File: config.mk
export PLATFORM = sky130hd
export DESIGN_NAME = imm_extend_stage
export DESIGN_NICKNAME = d
export VERILOG_FILES = /design/src/rtl/imm_ext_pkg.sv /design/src/rtl/imm_ext_core.sv /design/src/rtl/imm_extend_stage.sv
export SDC_FILE = /design/constraint.sdc
export NUM_CORES = 1
export LEC_CHECK = 0
export ABC_AREA = 1
export CORE_ASPECT_RATIO = 1.1
export CORE_UTILIZATION = 30
export DETAILED_ROUTE_END_ITERATION = 6
export MAX_ROUTING_LAYER = met4
export PLACE_DENSITY = 0.47
export SLEW_MARGIN = 10
export SYNTH_ARGS = -nofsm -noshare
export SYNTH_HDL_FRONTEND = slang
export SYNTH_HIERARCHICAL = 1
export SYNTH_SLANG_ARGS = --single-unit
File: constraint.sdc
create_clock -name clk -period 5.3 [get_ports clk]
set_clock_uncertainty 0.1 [all_clocks]
set_input_delay 1.06 -clock clk [delete_from_list [all_inputs] [get_ports clk]]
set_output_delay 1.06 -clock clk [all_outputs]
set_load 0.1 [all_outputs]
File: src/rtl/imm_ext_pkg.sv
// -----------------------------------------------------------------------------
// imm_ext_pkg
// Shared definitions for the immediate-extension stage: extension-mode
// encodings as seen on in_mode, and the occupancy states of the two-entry
// output buffer.
// -----------------------------------------------------------------------------
package imm_ext_pkg;

   typedef logic [1:0] imm_mode_t;

   localparam imm_mode_t MODE_SEXT   = 2'b00;
   localparam imm_mode_t MODE_ZEXT   = 2'b01;
   localparam imm_mode_t MODE_LUI    = 2'b10;
   localparam imm_mode_t MODE_BRANCH = 2'b11;

   // Occupancy of the main + skid storage, named by entry count.
   typedef enum logic [1:0] {
      ST_EMPTY = 2'd0,
      ST_ONE   = 2'd1,
      ST_FULL  = 2'd2
   } occ_state_t;

endpackage

File: src/rtl/imm_ext_core.sv
// -----------------------------------------------------------------------------
// imm_ext_core
// Purely combinational immediate widener.
//   i_imm  [IN_W-1:0]   raw immediate field
//   i_mode [1:0]        SEXT / ZEXT / LUI / BRANCH
//   o_ext  [OUT_W-1:0]  extended immediate
// -----------------------------------------------------------------------------
module imm_ext_core
   import imm_ext_pkg::*;
#(
   parameter int IN_W  = 16,
   parameter int OUT_W = 32
) (
   input  logic [IN_W-1:0]  i_imm,
   input  imm_mode_t        i_mode,
   output logic [OUT_W-1:0] o_ext
);

   // The BRANCH shift needs two spare bits above the sign-extended field.
   if (OUT_W < IN_W + 2) begin : g_bad_width
      $error("imm_ext_core: OUT_W must be at least IN_W+2");
   end

   logic signed [OUT_W-1:0] w_sext;
   logic        [OUT_W-1:0] w_zext;
   logic        [OUT_W-1:0] w_lui;
   logic        [OUT_W-1:0] w_branch;

   assign w_sext   = {{(OUT_W-IN_W){i_imm[IN_W-1]}}, i_imm};
   assign w_zext   = {{(OUT_W-IN_W){1'b0}}, i_imm};
   assign w_lui    = {i_imm, {(OUT_W-IN_W){1'b0}}};
   // Word-scaled offset: the two top bits of the sign extension fall off.
   assign w_branch = {w_sext[OUT_W-3:0], 2'b00};

   always_comb begin
      o_ext = w_sext;
      case (i_mode)
         MODE_SEXT   : o_ext = w_sext;
         MODE_ZEXT   : o_ext = w_zext;
         MODE_LUI    : o_ext = w_lui;
         MODE_BRANCH : o_ext = w_branch;
         default     : o_ext = w_sext;
      endcase
   end

endmodule

File: src/rtl/imm_extend_stage.sv
// -----------------------------------------------------------------------------
// imm_extend_stage
// One registered pipeline stage between decode and the ALU operand mux that
// widens the instruction immediate. Valid/ready on both sides, a main entry
// driving the outputs plus one skid entry, strict FIFO order.
//   clk, rst_n (async, active-low), flush (sync, active-high)
//   in_valid / in_ready / in_imm / in_mode / in_tag   : upstream side
//   out_valid / out_ready / out_imm / out_tag         : downstream side
// -----------------------------------------------------------------------------
module imm_extend_stage
   import imm_ext_pkg::*;
#(
   parameter int IN_W  = 16,
   parameter int OUT_W = 32,
   parameter int TAG_W = 5
) (
   input  logic             clk,
   input  logic             rst_n,
   input  logic             flush,
   input  logic             in_valid,
   output logic             in_ready,
   input  logic [IN_W-1:0]  in_imm,
   input  logic [1:0]       in_mode,
   input  logic [TAG_W-1:0] in_tag,
   output logic             out_valid,
   input  logic             out_ready,
   output logic [OUT_W-1:0] out_imm,
   output logic [TAG_W-1:0] out_tag
);

   occ_state_t         r_state;
   occ_state_t         w_state_nxt;
   logic               r_in_ready;
   logic [OUT_W-1:0]   r_main_imm;
   logic [TAG_W-1:0]   r_main_tag;
   logic [OUT_W-1:0]   r_skid_imm;
   logic [TAG_W-1:0]   r_skid_tag;

   logic [OUT_W-1:0]   w_ext;
   logic               w_acc;
   logic               w_ret;
   logic               w_ld_main_new;
   logic               w_ld_main_skid;
   logic               w_ld_skid;

   // Extension happens on the input side so stored entries are final values.
   imm_ext_core #(
      .IN_W  (IN_W),
      .OUT_W (OUT_W)
   ) u_core (
      .i_imm  (in_imm),
      .i_mode (imm_mode_t'(in_mode)),
      .o_ext  (w_ext)
   );

   assign in_ready  = r_in_ready;
   assign out_valid = (r_state != ST_EMPTY);
   assign out_imm   = r_main_imm;
   assign out_tag   = r_main_tag;

   assign w_acc = in_valid & r_in_ready;
   assign w_ret = out_valid & out_ready;

   always_comb begin
      w_state_nxt    = r_state;
      w_ld_main_new  = 1'b0;
      w_ld_main_skid = 1'b0;
      w_ld_skid      = 1'b0;
      if (flush) begin
         // Flush wins over any accept/retire; stored data is left untouched.
         w_state_nxt = ST_EMPTY;
      end else begin
         case (r_state)
            ST_EMPTY: begin
               if (w_acc) begin
                  w_state_nxt   = ST_ONE;
                  w_ld_main_new = 1'b1;
               end
            end
            ST_ONE: begin
               case ({w_acc, w_ret})
                  2'b10: begin
                     w_state_nxt = ST_FULL;
                     w_ld_skid   = 1'b1;
                  end
                  2'b01: w_state_nxt = ST_EMPTY;
                  2'b11: w_ld_main_new = 1'b1;
                  default: ;
               endcase
            end
            ST_FULL: begin
               // in_ready is low here, so only a retire can happen.
               if (w_ret) begin
                  w_state_nxt    = ST_ONE;
                  w_ld_main_skid = 1'b1;
               end
            end
            default: w_state_nxt = ST_EMPTY;
         endcase
      end
   end

   always_ff @(posedge clk or negedge rst_n) begin
      if (!rst_n) begin
         r_state    <= ST_EMPTY;
         r_in_ready <= 1'b1;
      end else begin
         r_state    <= w_state_nxt;
         r_in_ready <= (w_state_nxt != ST_FULL);
      end
   end

   // Main entry is visible on the outputs, so it powers up to zero.
   always_ff @(posedge clk or negedge rst_n) begin
      if (!rst_n) begin
         r_main_imm <= '0;
         r_main_tag <= '0;
      end else if (w_ld_main_new) begin
         r_main_imm <= w_ext;
         r_main_tag <= in_tag;
      end else if (w_ld_main_skid) begin
         r_main_imm <= r_skid_imm;
         r_main_tag <= r_skid_tag;
      end
   end

   // Skid contents are only ever read after being written.
   always_ff @(posedge clk) begin
      if (w_ld_skid) begin
         r_skid_imm <= w_ext;
         r_skid_tag <= in_tag;
      end
   end

endmodule
== Yosys cells after proc, flatten, opt, wreduce, memory -nomap -nowiden ==
Index checks and enable logic that the tools add are counted.

* Flip-flop bits (word level): 77
* Bits of input ports: 28
* Output and inout port bits: 39
* Logic and storage cells: 41

* Equal/unequal tests: 9
* Muxes and demuxes: 20
* Bitwise operators: 2
* Reductions and logical operators: 4

{| class="wikitable"
|+ Operators by type and width
! kind !! number
|-
| $pmux 32 s4 || 1
|-
| $mux 32 || 2
|-
| $eq 2x2->1 const B || 5
|-
| $mux 5 || 2
|-
| $mux 1 || 9
|-
| $eq 2x1->1 const B || 3
|-
| $mux 2 || 3
|-
| $pmux 2 s3 || 1
|-
| $logic_not 2->1 || 2
|-
| $pmux 2 s2 || 1
|-
| $reduce_bool 2->1 || 2
|-
| $and 1x1->1 || 2
|-
| $ne 2x2->1 const B || 1
|-
| $pmux 1 s2 || 1
|}

== Longest topological paths before layout ==
Gate-level depths: netlist of the first run.

* Word-level depth: 7
* Mapped depth: 9
* Mapped depth without buffers: 7

== Hierarchy ==
The synthesis of the first run kept the hierarchy.

{| class="wikitable"
|+ By module, submodules not included
! module !! instances !! cells each !! area an instance (um^2) !! sequential area each (um^2)
|-
| imm_extend_stage || 1 || 384 || 3,544.6 || 2,113.3
|-
| imm_ext_core || 1 || 89 || 504.2 || 0.0
|}

== Worst setup path after synthesis of the first run ==
Ideal clock, no wire load.

* Path type: in2reg
* Start: input in_valid
* End: register r_skid_imm[0], enable pin
* Library setup time: 524 ps
* Data arrival time: 4,764 ps
* Data required time: 4,676 ps
* Setup slack: -88 ps
* Stages: 2
* Buffers on the path: 0
* Cells stage by stage: nand2_1 > nor4_1

* Word-level cells in the longest chain between the ends: 5

{| class="wikitable"
|+ RTL lines
! what !! RTL line !! text
|-
| start, declared || imm_extend_stage.sv:20 || <nowiki>input logic in_valid,</nowiki>
|-
| $and 1x1->1 || imm_extend_stage.sv:61 || <nowiki>assign w_acc = in_valid & r_in_ready;</nowiki>
|-
| $eq 2x2->1 || imm_extend_stage.sv:81 || <nowiki>case ({w_acc, w_ret})</nowiki>
|-
| $mux 1 || imm_extend_stage.sv:81 ||
|-
| $mux 1 || imm_extend_stage.sv:73 || <nowiki>case (r_state)</nowiki>
|-
| $mux 1 || imm_extend_stage.sv:69 || <nowiki>if (flush) begin</nowiki>
|-
| named net w_ld_skid || imm_extend_stage.sv:44 || <nowiki>logic w_ld_skid;</nowiki>
|-
| end signal, assigned || imm_extend_stage.sv:130 || <nowiki>r_skid_imm <= w_ext;</nowiki>
|-
| end, declared || imm_extend_stage.sv:36 || <nowiki>logic [OUT_W-1:0] r_skid_imm;</nowiki>
|}

The timed path passes the listed nets, and every way through them passes these cells.
A chain may end at the register's enable or synchronous reset.

== Worst setup path after layout of the first run ==
* Start: input in_valid
* End: register r_main_imm[20], in the netlist out_imm[20]

* Word-level cells in the longest chain between the ends: 6
* Elaborated cells on any way between the ends: 8
* Classes of those cells: eq/ne: 1; mux: 5; bitwise: 1; reduce/logical: 1

{| class="wikitable"
|+ RTL lines
! what !! RTL line !! text
|-
| $and 1x1->1 * || imm_extend_stage.sv:61 ||
|-
| $eq 2x2->1 || imm_extend_stage.sv:81 ||
|-
| $mux 1 || imm_extend_stage.sv:81 ||
|-
| $pmux 1 s2 * || imm_extend_stage.sv:73 ||
|-
| $mux 1 * || imm_extend_stage.sv:69 ||
|-
| $mux 32 or $reduce_bool 2->1 (tied branches) || -- ||
|-
| end signal, assigned || imm_extend_stage.sv:119 || <nowiki>r_main_imm <= w_ext;</nowiki>
|-
| end signal, assigned || imm_extend_stage.sv:122 || <nowiki>r_main_imm <= r_skid_imm;</nowiki>
|-
| end, declared || imm_extend_stage.sv:34 || <nowiki>logic [OUT_W-1:0] r_main_imm;</nowiki>
|}

Every way passes the cells marked *; elsewhere a longest branch is shown, timed or not.

==> impl_metrics.yaml, run 1 <==
run_status:
  outcome: "completed"
clocking:
  numCtsBuffers: 9
  clk_pin_slew_worst_paths_ns: 0.06
  root_buffer: "clkbuf_16"
  post-cts-setup-buffer-count: 0
  cts_resized: 0
  cts_tree: "yes"
  clkLatencyLatePin_ns: 0.33
  clock_path_buffers: 2
  cts_num_sinks: 77
  htree_levels: 3
  hold_buffers: 0
power_and_ir_drop:
  p_leak_nw: 2.36
  powerDensity_mw_per_mm2: 416
  ir_drop_v: 0.000131
  power_mw: 2.11
critical_path:
  arrival_ns: 3.62
  r2r_setup_slack_ns: 2.50
  path_buf_inv: 3
  slowest_stage: "nand3_2"
  critPathTopFamily: "buffers and inverters"
  cp.required_ns: 5.47
  cp_cell_sequence: "clkdlybuf4s50_1 -> nand2_1 -> nor2_2 -> buf_4 -> nand3_2 -> buf_4 -> o21ai_1 -> nand2_1 -> nand2_1"
  start_kind: "input port"
  end_kind: "flip-flop"
  max_stage_delay_ns: 0.59
  crit_path_frequent_cell: "nand2_1"
  path_class: "in2reg"
  critPathMaxFanout: 48
timing:
  setup_viol_count_final: 0
  fin_crit_sh: 0.651
  slew_violations: 0
  fmax_ghz: 0.290
  setup_slack_ns: 1.85
  rsz0062_at_grt: "false"
  worstMarginPinSlew_ns: 1.24
  fin_crit_ns: 3.45
  slew_headroom: 0.173
  finalHoldViolations: 0
  tns_ns: 0
  whs_ns: 0.407
logic_synthesis:
  synth_seq_cells: 77
  synth_top_area_share: 0.274
  ys_seq_area_frac: 0.522
  avgSynthCellArea_um2: 8.56
  netlist.top_cell.by_area: "edfxtp_1"
  synth_nets: 501
  synth_area_leaders: "edfxtp_1 (27%), dfrtp_1 (24%), nand2_1 (9.0%)"
  netlist_instances: 473
  yosysWarnings: 6
  syn_area_mm2: 0.00405
  synth_cell_types: 24
flow_run:
  cap_violations: 0
global_routing:
  antenna_found_initial: 0
  grt_overflow: 0
  grt_pass1_vias: 3211
  grt_pass1_wl_um: 16600
  grt_use_total: 0.160
  grt_max_degree: 59
cells_and_area:
  drive_above_1_share: 0.103
  antenna_cells: 0
  areaGrowthSynthToFinish_pct: 25.1
  final_core_util: 0.385
  fill_cells: 1370
  nNetsFinal: 547
  final_area_mm2: 0.00506
  finalNonFillerCells: 685
route:
  ant_nets: 0
  first_pass_iters: 4
  drc: 0
  wirelength_um: 10200
  wl_per_cell_um: 14.9
  vias: 3306
  first_iter_violations: 186
  avgViaCountPerCell: 4.83
placed_design:
  gp_congestion: 0.849
  pre_cts_ws_ns: 1.51
  place_area_mm2: 0.00476
  hpwlAfterDp_um: 6450
  place_inst: 669
  portBuffers: 66
floorplan:
  rows: 44
  fp.dieArea_mm2: 0.0140
  chipHeight_um: 124
  io_pins: 67
  core-area_mm2: 0.0132
  die_x_um: 113
  start_util: 0.308
worst_hold_path:
  hp-class: "reg2reg"
## state kept, by name, summed over array words and instances (netlist names)
name	cells
in_ready	1
r_skid_tag	5
r_state	2
out_tag	5
r_skid_imm	32
out_imm	32
## worst reg2reg max path, cell delays in order, from the launching register on
cell and delay (ns):
dfstp_2 0.53, nand2_1 0.13, nor2_2 0.11, buf_4 0.40, nand3_2 0.60, buf_4 0.52, o21ai_1 0.19, nand2_1 0.09
nand2_1 0.07
## synth_stat cells
cell type,count
o21ai_2,10
o21ai_1,27
inv_1,84
edfxtp_1,37
o211ai_1,1
buf_4,2
dfstp_2,1
nor4_1,1
clkbuf_1,6
nor3_1,1
inv_2,3
nor2_2,2
o21ai_0,9
nand3_2,12
nand2_1,97
nand4_1,37
nand2_4,1
buf_2,21
nor2_1,5
nand3_1,68
buf_1,2
dfrtp_1,39
buf_6,6
nand2_2,1
## logic make-up (layout without fill, tap and decap cells)
group | after synthesis | after routing | synth area share
buf+inv | 124 | 175 | 0.134
simple gates | 225 | 225 | 0.276
flops | 77 | 77 | 0.522
compound gates | 47 | 47 | 0.0680
## layer usage
metal | GRT usage | routed length, um
met1 | 0.222 | 5250
met2 | 0.230 | 4390
met3 | 0.0311 | 390
met4 | 0.0592 | 146
met5 | - | 0
## area by class of cell
class / instances / area, um^2 / area share
clock buffers: 10 / 229 / 0.0452
clock inverters: 6 / 77.6 / 0.0153
inverters: 87 / 327 / 0.0645
multi-input cells: 272 / 1420 / 0.280
flip-flops and latches: 77 / 2110 / 0.417
well taps: 161 / 201 / 0.0398
repair buffers: 72 / 701 / 0.138
## power breakdown
part | internal (mW) | switching [mW] | total (mW)
Combinational | 0.168 | 0.572 | 0.739
Sequential | 0.691 | 0.0354 | 0.726
Clock | 0.407 | 0.232 | 0.639
Total | 1.27 | 0.839 | 2.11
## placed cells by master, fill, tap and decap left out
| cell type | n |
|---|---|
| inv_1 | 84 |
| edfxtp_1 | 37 |
| nand2_1 | 96 |
| clkdlybuf4s50_1 | 65 |
| nand2_4 | 1 |
| nor2_2 | 3 |
| nand2_2 | 2 |
| nor4_4 | 1 |
| clkinv_1 | 2 |
| clkinv_2 | 2 |
| nand4_1 | 37 |
| inv_2 | 3 |
| dfstp_2 | 1 |
| bufinv_16 | 2 |
| o21ai_1 | 27 |
| nor3_1 | 1 |
| nor2_1 | 4 |
| clkbuf_1 | 1 |
| buf_4 | 6 |
| nand3_2 | 13 |
| o21ai_2 | 10 |
| nand3_1 | 67 |
| o21ai_0 | 9 |
| o211ai_1 | 1 |
| buf_2 | 1 |
| clkbuf_16 | 9 |
| dfrtp_1 | 39 |
## path summary, 6_finish.rpt
kind	cells after the start	to	start
setup reg to reg	8	out_imm[20]	in_ready
setup / recovery	9	out_imm[20]	in_valid
hold reg to reg	2	out_imm[0]	out_imm[0]
max in group asynchronous	1	out_imm[6]	rst_n
min in group asynchronous	1	out_imm[19]	rst_n
hold / removal	2	out_imm[0]	out_imm[0]
No activity file was read; power rests on OpenSTA's default activity.
==> run 2, diff against run 1 <==
Settings changed: PLACE_DENSITY 0.47 to 0.49.
Clock period 5.3 ns to 2.8 ns, I/O delays scaled along.
==> impl_metrics.yaml, run 2 (same netlist as run 1, synthesis figures left out) <==
power_and_ir_drop:
  powerDensity_mw_per_mm2: 771
  power_frac_seq: 0.354
  ir_drop_v: 0.000281
  power.internal_mw: 2.27
  sw_frac_of_total: 0.415
  p_leak_nw: 2.41
  pwr-share-clk: 0.294
  p_comb_frac: 0.352
  power.switching_mw: 1.61
global_routing:
  grt_pass1_vias: 3136
  grt_overflow: 0
  grt_use_total: 0.154
  grt_pass1_wl_um: 16200
  antenna_found_initial: 0
  grt_max_degree: 53
floorplan:
  io_pins: 67
  chipHeight_um: 124
  die_x_um: 113
  core-area_mm2: 0.0132
  start_util: 0.308
  fp.dieArea_mm2: 0.0140
  rows: 44
clocking:
  clk_pin_slew_worst_paths_ns: 0.06
  cts_num_sinks: 77
  htree_levels: 3
  numCtsBuffers: 9
  clkLatencyLatePin_ns: 0.32
  clock_path_buffers: 2
  post-cts-setup-buffer-count: 0
  hold_buffers: 0
  cts_resized: 0
  root_buffer: "clkbuf_16"
  cts_tree: "yes"
route:
  wl_met1_um: 4910
  highest_layer: "met4"
  wirelength_um: 10000
  vias: 3280
  first_pass_iters: 4
  ant_nets: 0
  drc: 0
  wl_per_cell_um: 14.5
  wl_met2_um: 4670
  avgViaCountPerCell: 4.75
  wl_met3_um: 330
  first_iter_violations: 201
timing:
  fin_crit_ns: 2.14
  tns_ns: 0
  setup_viol_count_final: 0
  finalHoldViolations: 0
  slew_violations: 0
  fmax_ghz: 0.468
  rsz0062_at_grt: "false"
  worstMarginPinSlew_ns: 0.948
  fin_crit_sh: 0.763
  slew_headroom: 0.368
critical_path:
  r2r_cells: 7
  arrival_ns: 2.30
  cp.required_ns: 2.96
  start_kind: "input port"
  endpoint: "out_imm[29]"
  path_class: "in2reg"
  end_kind: "flip-flop"
  regToRegStartpoint: "in_ready"
  r2r_setup_slack_ns: 0.98
  r2r-end: "out_imm[14]"
  critPathMaxFanout: 14
  crit_start: "in_mode[0]"
flow_run:
  cap_violations: 0
cells_and_area:
  nNetsFinal: 553
  areaGrowthSynthToFinish_pct: 24.3
  final_cell_mix: "nand2_1 (96), inv_1 (84), nand3_1 (67)"
  final_common_cell: "nand2_1"
  drive_above_1_share: 0.192
  final_area_mm2: 0.00503
  antenna_cells: 0
placed_design:
  place_area_mm2: 0.00473
  hpwlAfterDp_um: 6690
  gp_congestion: 0.858
  portBuffers: 66
worst_hold_path:
  hp-class: "in2async"
run_status:
  outcome: "completed"
==> run 2: cell count changes in the layout (fill, tap and decap cells not counted) <==
cell,previous run,this run
buf_12,0,2
buf_4,6,49
bufinv_16,2,0
clkbuf_1,1,0
clkbuf_16,9,10
clkbuf_8,0,1
clkdlybuf4s50_1,65,26
clkinv_1,2,0
clkinvlp_4,0,3
dfstp_2,1,0
dfstp_4,0,1
==> run 2: routing by layer <==
metal | vias to the layer above | GRT usage
met5 | - | -
met4 | 0 | 0.0425
met3 | 5 | 0.0224
met2 | 72 | 0.242
met1 | 1540 | 0.209
li1 | 1663 | -
==> run 2: cell type report <==
cell class	count	area [um^2]
multi-input combinational	272	1420
fill	1385	8130
timing repair buffer	78	673
clock inverter	5	32.5
clock buffer	11	264
inverter	87	327
tap	161	201
sequential	77	2120
==> run 2: worst min-delay path by stage <==
stage / startpoint / endpoint / depth (start not counted)
finish: rst_n / out_imm[27] / 1
global route: rst_n / out_imm[27] / 1
CTS: rst_n / out_imm[27] / 1
detailed placement: out_imm[2] / out_imm[2] / 2
global placement: out_imm[12] / out_imm[12] / 2
floorplan: rst_n / out_imm[0] / 0
==> run 2: through the flow <==
| stage | hold WS [ns] | power [mW] | setup WS (ns) | utilization | cells |
|---|---|---|---|---|---|
| after global routing | 0.370 | 4.04 | 0.456 | 0.382 | 691 |
| after detailed placement | 0.397 | 2.77 | 0.329 | 0.360 | 675 |
| after floorplan | 0.164 | 2.44 | 0.114 | - | 473 |
| after global placement | 0.394 | 2.77 | 0.399 | 0.360 | 675 |
| after CTS | 0.326 | 3.93 | 0.679 | 0.382 | 691 |
| final | 0.286 | 3.88 | 0.664 | 0.382 | 691 |
==> run 2: power by group through the flow <==
| stage | Sequential, mW | Clock [mW] | Combinational [mW] |
|---|---|---|---|
| global placement | 1.39 | 0 | 1.37 |
| floorplan | 2.16 | 0 | 0.283 |
| global route | 1.39 | 1.22 | 1.44 |
| detailed placement | 1.40 | 0 | 1.38 |
| CTS | 1.38 | 1.18 | 1.38 |
| finish | 1.37 | 1.14 | 1.37 |
==> run 2: worst max-delay path: stages <==
cell	delay, ns
clkdlybuf4s50_1	0.79
nand3_2	0.44
nand3_2	0.24
inv_1	0.07
nand4_1	0.08
nand2_1	0.06
nand2_1	0.05
